### config.mk
export PLATFORM = sky130hd
export DESIGN_NAME = apb_initiator
export DESIGN_NICKNAME = d
export VERILOG_FILES = /design/src/rtl/apb_initiator_pkg.sv /design/src/rtl/apb_initiator.sv
export SDC_FILE = /design/constraint.sdc
export NUM_CORES = 1
export LEC_CHECK = 0
export ABC_AREA = 1
export CORE_AREA = 2 2 88 132
export CTS_BUF_LIST = sky130_fd_sc_hd__clkbuf_4 sky130_fd_sc_hd__clkbuf_8 sky130_fd_sc_hd__clkbuf_16
export DETAILED_ROUTE_END_ITERATION = 6
export DIE_AREA = 0 0 90 134
export SYNTH_ARGS = -nofsm -noshare
export SYNTH_HDL_FRONTEND = slang
export SYNTH_SLANG_ARGS = --single-unit
### constraint.sdc
create_clock -name clk -period 1.6 [get_ports clk]
set_input_delay 0.32 -clock clk [delete_from_list [all_inputs] [get_ports clk]]
set_output_delay 0.32 -clock clk [all_outputs]
set_load 0.01 [all_outputs]
### src/rtl/apb_initiator_pkg.sv
// Shared types and defaults for the APB3 requester.
// FSM state encoding, default bus widths and the wait-counter sizing helper.
// Imported by apb_initiator; holds no logic of its own.
package apb_initiator_pkg;

  typedef enum logic [1:0] {
    ST_IDLE   = 2'd0,
    ST_SETUP  = 2'd1,
    ST_ACCESS = 2'd2
  } state_e;

  localparam int unsigned DEF_ADDR_W  = 12;
  localparam int unsigned DEF_DATA_W  = 32;
  localparam int unsigned DEF_TIMEOUT = 16;

  // Counter wide enough to hold TIMEOUT; a 1-bit stub when the timeout is disabled.
  function automatic int unsigned wait_cnt_w(input int unsigned timeout);
    return (timeout > 0) ? $clog2(timeout + 1) : 1;
  endfunction

endpackage

### src/rtl/apb_initiator.sv
// APB3 requester: one valid/ready command in, one APB transfer out, one response pulse back.
// Latency: accept at edge N, SETUP cycle N+1, ACCESS N+2.., rsp_valid one cycle after PREADY.
// Backpressure: cmd_ready only in IDLE; responses are a one-cycle pulse with no backpressure.
module apb_initiator
  import apb_initiator_pkg::*;
#(
  parameter int unsigned ADDR_W  = DEF_ADDR_W,
  parameter int unsigned DATA_W  = DEF_DATA_W,
  parameter int unsigned TIMEOUT = DEF_TIMEOUT
) (
  input  logic              clk,
  input  logic              rst,
  input  logic              cmd_valid,
  output logic              cmd_ready,
  input  logic              cmd_write,
  input  logic [ADDR_W-1:0] cmd_addr,
  input  logic [DATA_W-1:0] cmd_wdata,
  output logic              rsp_valid,
  output logic [DATA_W-1:0] rsp_rdata,
  output logic              rsp_err,
  output logic              busy,
  output logic              m_psel,
  output logic              m_penable,
  output logic              m_pwrite,
  output logic [ADDR_W-1:0] m_paddr,
  output logic [DATA_W-1:0] m_pwdata,
  input  logic [DATA_W-1:0] m_prdata,
  input  logic              m_pready,
  input  logic              m_pslverr
);

  localparam int unsigned CNT_W = wait_cnt_w(TIMEOUT);
  // Count value seen on the last ACCESS cycle that is still allowed to wait.
  localparam logic [CNT_W-1:0] LAST_WAIT = CNT_W'((TIMEOUT > 0) ? (TIMEOUT - 1) : 0);

  state_e            state_q, state_d;
  logic [CNT_W-1:0]  cnt_q, cnt_d;
  logic              psel_q, psel_d;
  logic              penable_q, penable_d;
  logic              pwrite_q, pwrite_d;
  logic [ADDR_W-1:0] paddr_q, paddr_d;
  logic [DATA_W-1:0] pwdata_q, pwdata_d;
  logic              rsp_valid_q, rsp_valid_d;
  logic [DATA_W-1:0] rsp_rdata_q, rsp_rdata_d;
  logic              rsp_err_q, rsp_err_d;

  assign cmd_ready = (state_q == ST_IDLE) && !rst;
  assign busy      = (state_q != ST_IDLE);
  assign m_psel    = psel_q;
  assign m_penable = penable_q;
  assign m_pwrite  = pwrite_q;
  assign m_paddr   = paddr_q;
  assign m_pwdata  = pwdata_q;
  assign rsp_valid = rsp_valid_q;
  assign rsp_rdata = rsp_rdata_q;
  assign rsp_err   = rsp_err_q;

  // Next-state and registered-output logic for the IDLE/SETUP/ACCESS sequence.
  always_comb begin
    state_d     = state_q;
    cnt_d       = cnt_q;
    psel_d      = psel_q;
    penable_d   = penable_q;
    pwrite_d    = pwrite_q;
    paddr_d     = paddr_q;
    pwdata_d    = pwdata_q;
    rsp_valid_d = 1'b0;
    rsp_rdata_d = rsp_rdata_q;
    rsp_err_d   = rsp_err_q;

    case (state_q)
      ST_IDLE: begin
        psel_d    = 1'b0;
        penable_d = 1'b0;
        if (cmd_valid && cmd_ready) begin
          pwrite_d = cmd_write;
          paddr_d  = cmd_addr;
          pwdata_d = cmd_wdata;
          psel_d   = 1'b1;
          state_d  = ST_SETUP;
        end
      end

      ST_SETUP: begin
        penable_d = 1'b1;
        cnt_d     = '0;
        state_d   = ST_ACCESS;
      end

      ST_ACCESS: begin
        if (m_pready) begin
          // PREADY wins even on the last allowed wait cycle.
          state_d     = ST_IDLE;
          psel_d      = 1'b0;
          penable_d   = 1'b0;
          rsp_valid_d = 1'b1;
          rsp_err_d   = m_pslverr;
          rsp_rdata_d = (!pwrite_q && !m_pslverr) ? m_prdata : '0;
        end else if ((TIMEOUT != 0) && (cnt_q == LAST_WAIT)) begin
          // Slave never answered: abort the transfer and report an error.
          state_d     = ST_IDLE;
          psel_d      = 1'b0;
          penable_d   = 1'b0;
          rsp_valid_d = 1'b1;
          rsp_err_d   = 1'b1;
          rsp_rdata_d = '0;
        end else if (TIMEOUT != 0) begin
          cnt_d = cnt_q + CNT_W'(1);
        end
      end

      default: begin
        state_d   = ST_IDLE;
        psel_d    = 1'b0;
        penable_d = 1'b0;
      end
    endcase
  end

  // State and output registers with synchronous reset; reset drops any transfer silently.
  always_ff @(posedge clk) begin
    if (rst) begin
      state_q     <= ST_IDLE;
      cnt_q       <= '0;
      psel_q      <= 1'b0;
      penable_q   <= 1'b0;
      pwrite_q    <= 1'b0;
      paddr_q     <= '0;
      pwdata_q    <= '0;
      rsp_valid_q <= 1'b0;
      rsp_rdata_q <= '0;
      rsp_err_q   <= 1'b0;
    end else begin
      state_q     <= state_d;
      cnt_q       <= cnt_d;
      psel_q      <= psel_d;
      penable_q   <= penable_d;
      pwrite_q    <= pwrite_d;
      paddr_q     <= paddr_d;
      pwdata_q    <= pwdata_d;
      rsp_valid_q <= rsp_valid_d;
      rsp_rdata_q <= rsp_rdata_d;
      rsp_err_q   <= rsp_err_d;
    end
  end

endmodule

; Yosys cells after proc, flatten, opt, wreduce, memory -nomap -nowiden
; Cells that the tools add are included.
[totals]
register_bits = 88
[classes]
n_addsub = 1
eq_ne = 7
muxes = 19
bitwise_logic = 2
reduce_logical = 16
[op_table]
columns = cell, count
row1 = $mux 32, 3
row2 = $mux 5, 2
row3 = $pmux 5 s2, 1
row4 = $reduce_and 2->1, 4
row5 = $mux 1, 7
row6 = $mux 2, 3
row7 = $pmux 2 s3, 1
row8 = $reduce_bool 2->1, 3
row9 = $add 5x1->5 const B, 1
row10 = $eq 5x4->1 const B, 1
row11 = $ne 2x2->1 const B, 2
row12 = $logic_and 1x1->1, 3
row13 = $logic_not 1->1, 3
row14 = $ne 3x3->1 const B, 1
row15 = $pmux 1 s3, 1
row16 = $reduce_and 3->1, 1
row17 = $eq 2x1->1 const B, 1
row18 = $eq 2x2->1 const B, 1
row19 = $logic_not 2->1, 1
row20 = $ne 2x1->1 const B, 1
row21 = $not 1->1, 2
row22 = $pmux 1 s2, 1
row23 = $reduce_or 2->1, 1

; Depth between registers and ports, before layout
[logic_depth]
word_depth = 5
ltp_mapped = 10
ltp_nobuf = 9

; Worst setup path after synthesis
; Ideal clock, no wire load.
[synth_path]
kind = reg2reg
start = reg cnt_q[0]
end = reg rsp_rdata_q[22] (netlist: rsp_rdata[22])
setup_time_ns = 0.070
arrival_ns = 1.439
required_ns = 1.530
slack_ns = 0.090
stages_incl_launch_ff = 11
period_less_slack_ns = 1.510
cell_sequence = dfxtp_1 > ha_1 > nand2_1 > nor2_1 > ha_1 > nor2_1 > inv_1 > nand2_1 > buf_2 > nand2_1 > a21oi_1
[synth_between]
elab_chain_cells = 3
[synth_rtl]
columns = item, line_no
row1 = start: declaration, apb_initiator.sv:37  ; logic [CNT_W-1:0] cnt_q, cnt_d;
row2 = start signal: assignment, apb_initiator.sv:135  ; cnt_q <= cnt_d;
row3 = $eq 5x4->1, apb_initiator.sv:99  ; end else if ((TIMEOUT != 0) && (cnt_q == LAST_WAIT)) begin
row4 = $reduce_bool 2->1 (no line), n/a
row5 = $reduce_and 2->1 (no line), n/a
row6 = end signal: assignment, apb_initiator.sv:142  ; rsp_rdata_q <= rsp_rdata_d;
row7 = end: declaration, apb_initiator.sv:44  ; logic [DATA_W-1:0] rsp_rdata_q, rsp_rdata_d;
; No other way between the ends.
; A chain may end at the register's enable or synchronous reset.

; Worst setup path in the final report
[layout_path]
start = reg cnt_q[0]
end = reg rsp_rdata_q[15] (netlist: rsp_rdata[15])
; Same word-level chain as after synthesis.

==> flow_metrics.env <==
export IMPL_status="finished clean"
export IMPL_worstReg2RegEnd="rsp_rdata[15]$_SDFFE_PP0P_"
export IMPL_drcViolationCount=0
export IMPL_leakagePower_nw=2.25
export IMPL_synthFlopType="dfxtp_1"
export IMPL_yosysUniqueCellTypes=21
export IMPL_vdd_drop_max_mv=0.557
export IMPL_hpwl_um=6670
export IMPL_crit_path_start="cnt_q[0]$_SDFFE_PP0P_"
export IMPL_setup_viol=0
export IMPL_async_flop_share_pct=0
export IMPL_die_y_um=134
export IMPL_boundaryPins=165
export IMPL_grt_max_degree=46
export IMPL_synth_most_common_cell="nand2_1"
export IMPL_grt_pass1_wl_um=15200
export IMPL_clock_root_buffer="clkbuf_16"
export IMPL_core_area_um2=10900
export IMPL_routed_via_density=4.53
export IMPL_drt_iter0_markers=93
export IMPL_ys_ff_latch=88
export IMPL_cap_violations=0
export IMPL_cts_hold_buf=0
export IMPL_startpoint_type="flip-flop"
export IMPL_fp_dieArea_um2=12100
export IMPL_gp_congestion=0.701
export IMPL_rows=47
export IMPL_hold_path_class="in2reg"
export IMPL_crit_fanout=8
export IMPL_drive_gt1_share_pct=10.5
export IMPL_fin_crit_sh_pct=98.3
export IMPL_finalHoldViolations=0
export IMPL_syn_instance_count=407
export IMPL_grt_pass1_vias=3128
export IMPL_io_buffers=164
export IMPL_synth_edf_count=0
export IMPL_cts_tree="done"
export IMPL_required_ps=1850
export IMPL_synth_area_leaders="dfxtp_1 (55%), nand2_1 (16%), nand3_1 (13%), a21oi_1 (5.8%), buf_2 (2.0%)"
export IMPL_fmax_ghz=0.636
export IMPL_cp_end_kind="flip-flop"
export IMPL_syn_area_um2=3220
export IMPL_synth_top_area_share_pct=54.7
export IMPL_ff2ff_setup_slack_ps=30
export IMPL_area_growth_pct=70.5
export IMPL_critPathArrivalTime_ps=1830
export IMPL_tightestPinTransition_ps=455
export IMPL_cts_buffer_depth=2
export IMPL_r2r_start="cnt_q[0]$_SDFFE_PP0P_"
export IMPL_drt_wl_total_um=9960
export IMPL_dp_cells=701
export IMPL_synth_avg_cell_area_um2=7.91
export IMPL_yosysWarnings=0
export IMPL_grt_overflow_total=0
export IMPL_yosysTopAreaCell="dfxtp_1"
export IMPL_skew_ps=3.84
export IMPL_h_tree_depth=3
export IMPL_cts_clk_slew_worst_paths_ps=60
export IMPL_fillers=1057
export IMPL_yosysSeqAreaShare_pct=54.7
export IMPL_wire_per_inst_um=13.8
export IMPL_endpoint="rsp_rdata[15]$_SDFFE_PP0P_"
export IMPL_track_usage_pct=15.5
export IMPL_dr_pass1_iters=4
export IMPL_drv_slew=0
export IMPL_reg2reg_depth=10
export IMPL_vias=3264
export IMPL_slew_headroom_pct=69.7
export IMPL_start_util_pct=29.4
export IMPL_final_cell_count_no_fill=721
export IMPL_antenna_cells=0
export IMPL_synth_top_cells_by_count="nand2_1 (138), dfxtp_1 (88), nand3_1 (82)"
export IMPL_fin_nets=654
export IMPL_antenna_found_initial=0
export IMPL_p_per_area_nw_per_um2=944
export IMPL_period_needed_ps=1570
export IMPL_cts_buffers=9
export IMPL_utilization_pct=50.2
export IMPL_critPathKind="reg2reg"
export IMPL_clk_latency_ps=330
export IMPL_cts_sinks=88
export IMPL_synth_fp_nets=491
export IMPL_ant_nets=0
export IMPL_fp_dieW_um=90
worst min path at each step:
| stage | from | end | depth (start not counted) |
|---|---|---|---|
| floorplan | cmd_addr[0] | m_paddr[0]$_SDFFE_PP0P_ | 2 |
| detailed placement | rsp_rdata[26]$_SDFFE_PP0P_ | rsp_rdata[26]$_SDFFE_PP0P_ | 2 |
| global placement | rsp_rdata[30]$_SDFFE_PP0P_ | rsp_rdata[30]$_SDFFE_PP0P_ | 2 |
| finish | rst | cnt_q[0]$_SDFFE_PP0P_ | 4 |
| CTS | rst | cnt_q[3]$_SDFFE_PP0P_ | 4 |
| global route | rst | cnt_q[0]$_SDFFE_PP0P_ | 4 |
per-stage QoR:
| stage | total power (W) | worst slack [ps] | TNS [ps] | hold slack, ps | area, um^2 |
|---|---|---|---|---|---|
| 2_1_floorplan | 0.00267 | 90.4 | 0 | 430 | 3220 |
| 3_3_place_gp | 0.00315 | 30.8 | 0 | 450 | 5020 |
| 3_5_place_dp | 0.00316 | 12.1 | 0 | 454 | 5020 |
| 4_1_cts | 0.00526 | 9.93 | 0 | 413 | 5320 |
| 5_1_grt | 0.00543 | -33.5 | -248 | 429 | 5490 |
| 6_report | 0.00518 | 27.7 | 0 | 421 | 5490 |
where the power goes:
part | internal (W) | leakage, nW | total [W] | switching, W
combinational | 0.000442 | 1.38 | 0.000771 | 0.000329
sequential | 0.00230 | 0.719 | 0.00235 | 0.0000543
clock | 0.00125 | 0.149 | 0.00206 | 0.000807
total | 0.00399 | 2.25 | 0.00518 | 0.00119
kinds of logic after synthesis:
| group | count (synthesis) | share of synthesized area, % |
|---|---|---|
| compound gates | 40 | 6.42 |
| fa+ha+maj | 2 | 0.777 |
| buf+inv | 41 | 6.80 |
| flops | 88 | 54.7 |
| simple gates | 236 | 31.3 |
registers in the layout, summed over array words and instances, names as in the netlist:
signal / count
m_pwdata: 32
rsp_rdata: 32
m_paddr: 12
cnt_q: 5
state_q: 2
m_penable: 1
m_psel: 1
m_pwrite: 1
rsp_err: 1
rsp_valid: 1
placed cells by master (no fill, tap or decap), types with 2 or more instances in the layout:
cell             count
a21oi_1             29
a21oi_2              9
buf_12               6
buf_4                5
clkbuf_16           12
clkdlybuf4s50_1    157
clkinv_2             3
dfxtp_1             86
dlygate4sd2_1        2
dlymetal6s2s_1       3
inv_1               10
inv_2                4
nand2_1            133
nand2_2              5
nand3_1             82
nor2_1               7
nor2_2               3
nor2_4               2
nor3_1               2
final cells by class:
class	instances	area, um^2	area share [%]
clock buffers	11	246	4.49
flip-flops and latches	88	1770	32.2
clock inverters	4	45.0	0.821
well taps	147	184	3.35
repair buffers	179	1880	34.3
multi-input cells	278	1310	23.9
inverters	14	52.6	0.958
critical path: stages, from the launching register on:
cell and delay [ps]:
dfxtp_4 350, ha_4 160, nand2_2 70, nor2_2 40, ha_2 180, nor2_4 130
inv_2 60, nand2_4 130, buf_6 170, nand2_1 70, a21oi_1 150
what timing repair did:
action                                 in CTS  in global routing
setup endpoints to repair                   4                 44
gates cloned                                0                  4
pin swaps                                   0                 16
setup buffers                               0                  1
endpoints found under the hold margin       0                  0
resized for setup                           5                 28
per-layer routing:
metal	wire, um	vias up	share of wire [%]	GRT usage [%]
met5	0	-	0	0
met4	148	0	1.5	5.90
met3	860	10	8.6	6.29
met2	4950	137	50	26.0
met1	4000	1475	40	17.5
li1	-	1642	-	-
Note: power is estimated with default switching activity, not from simulation.
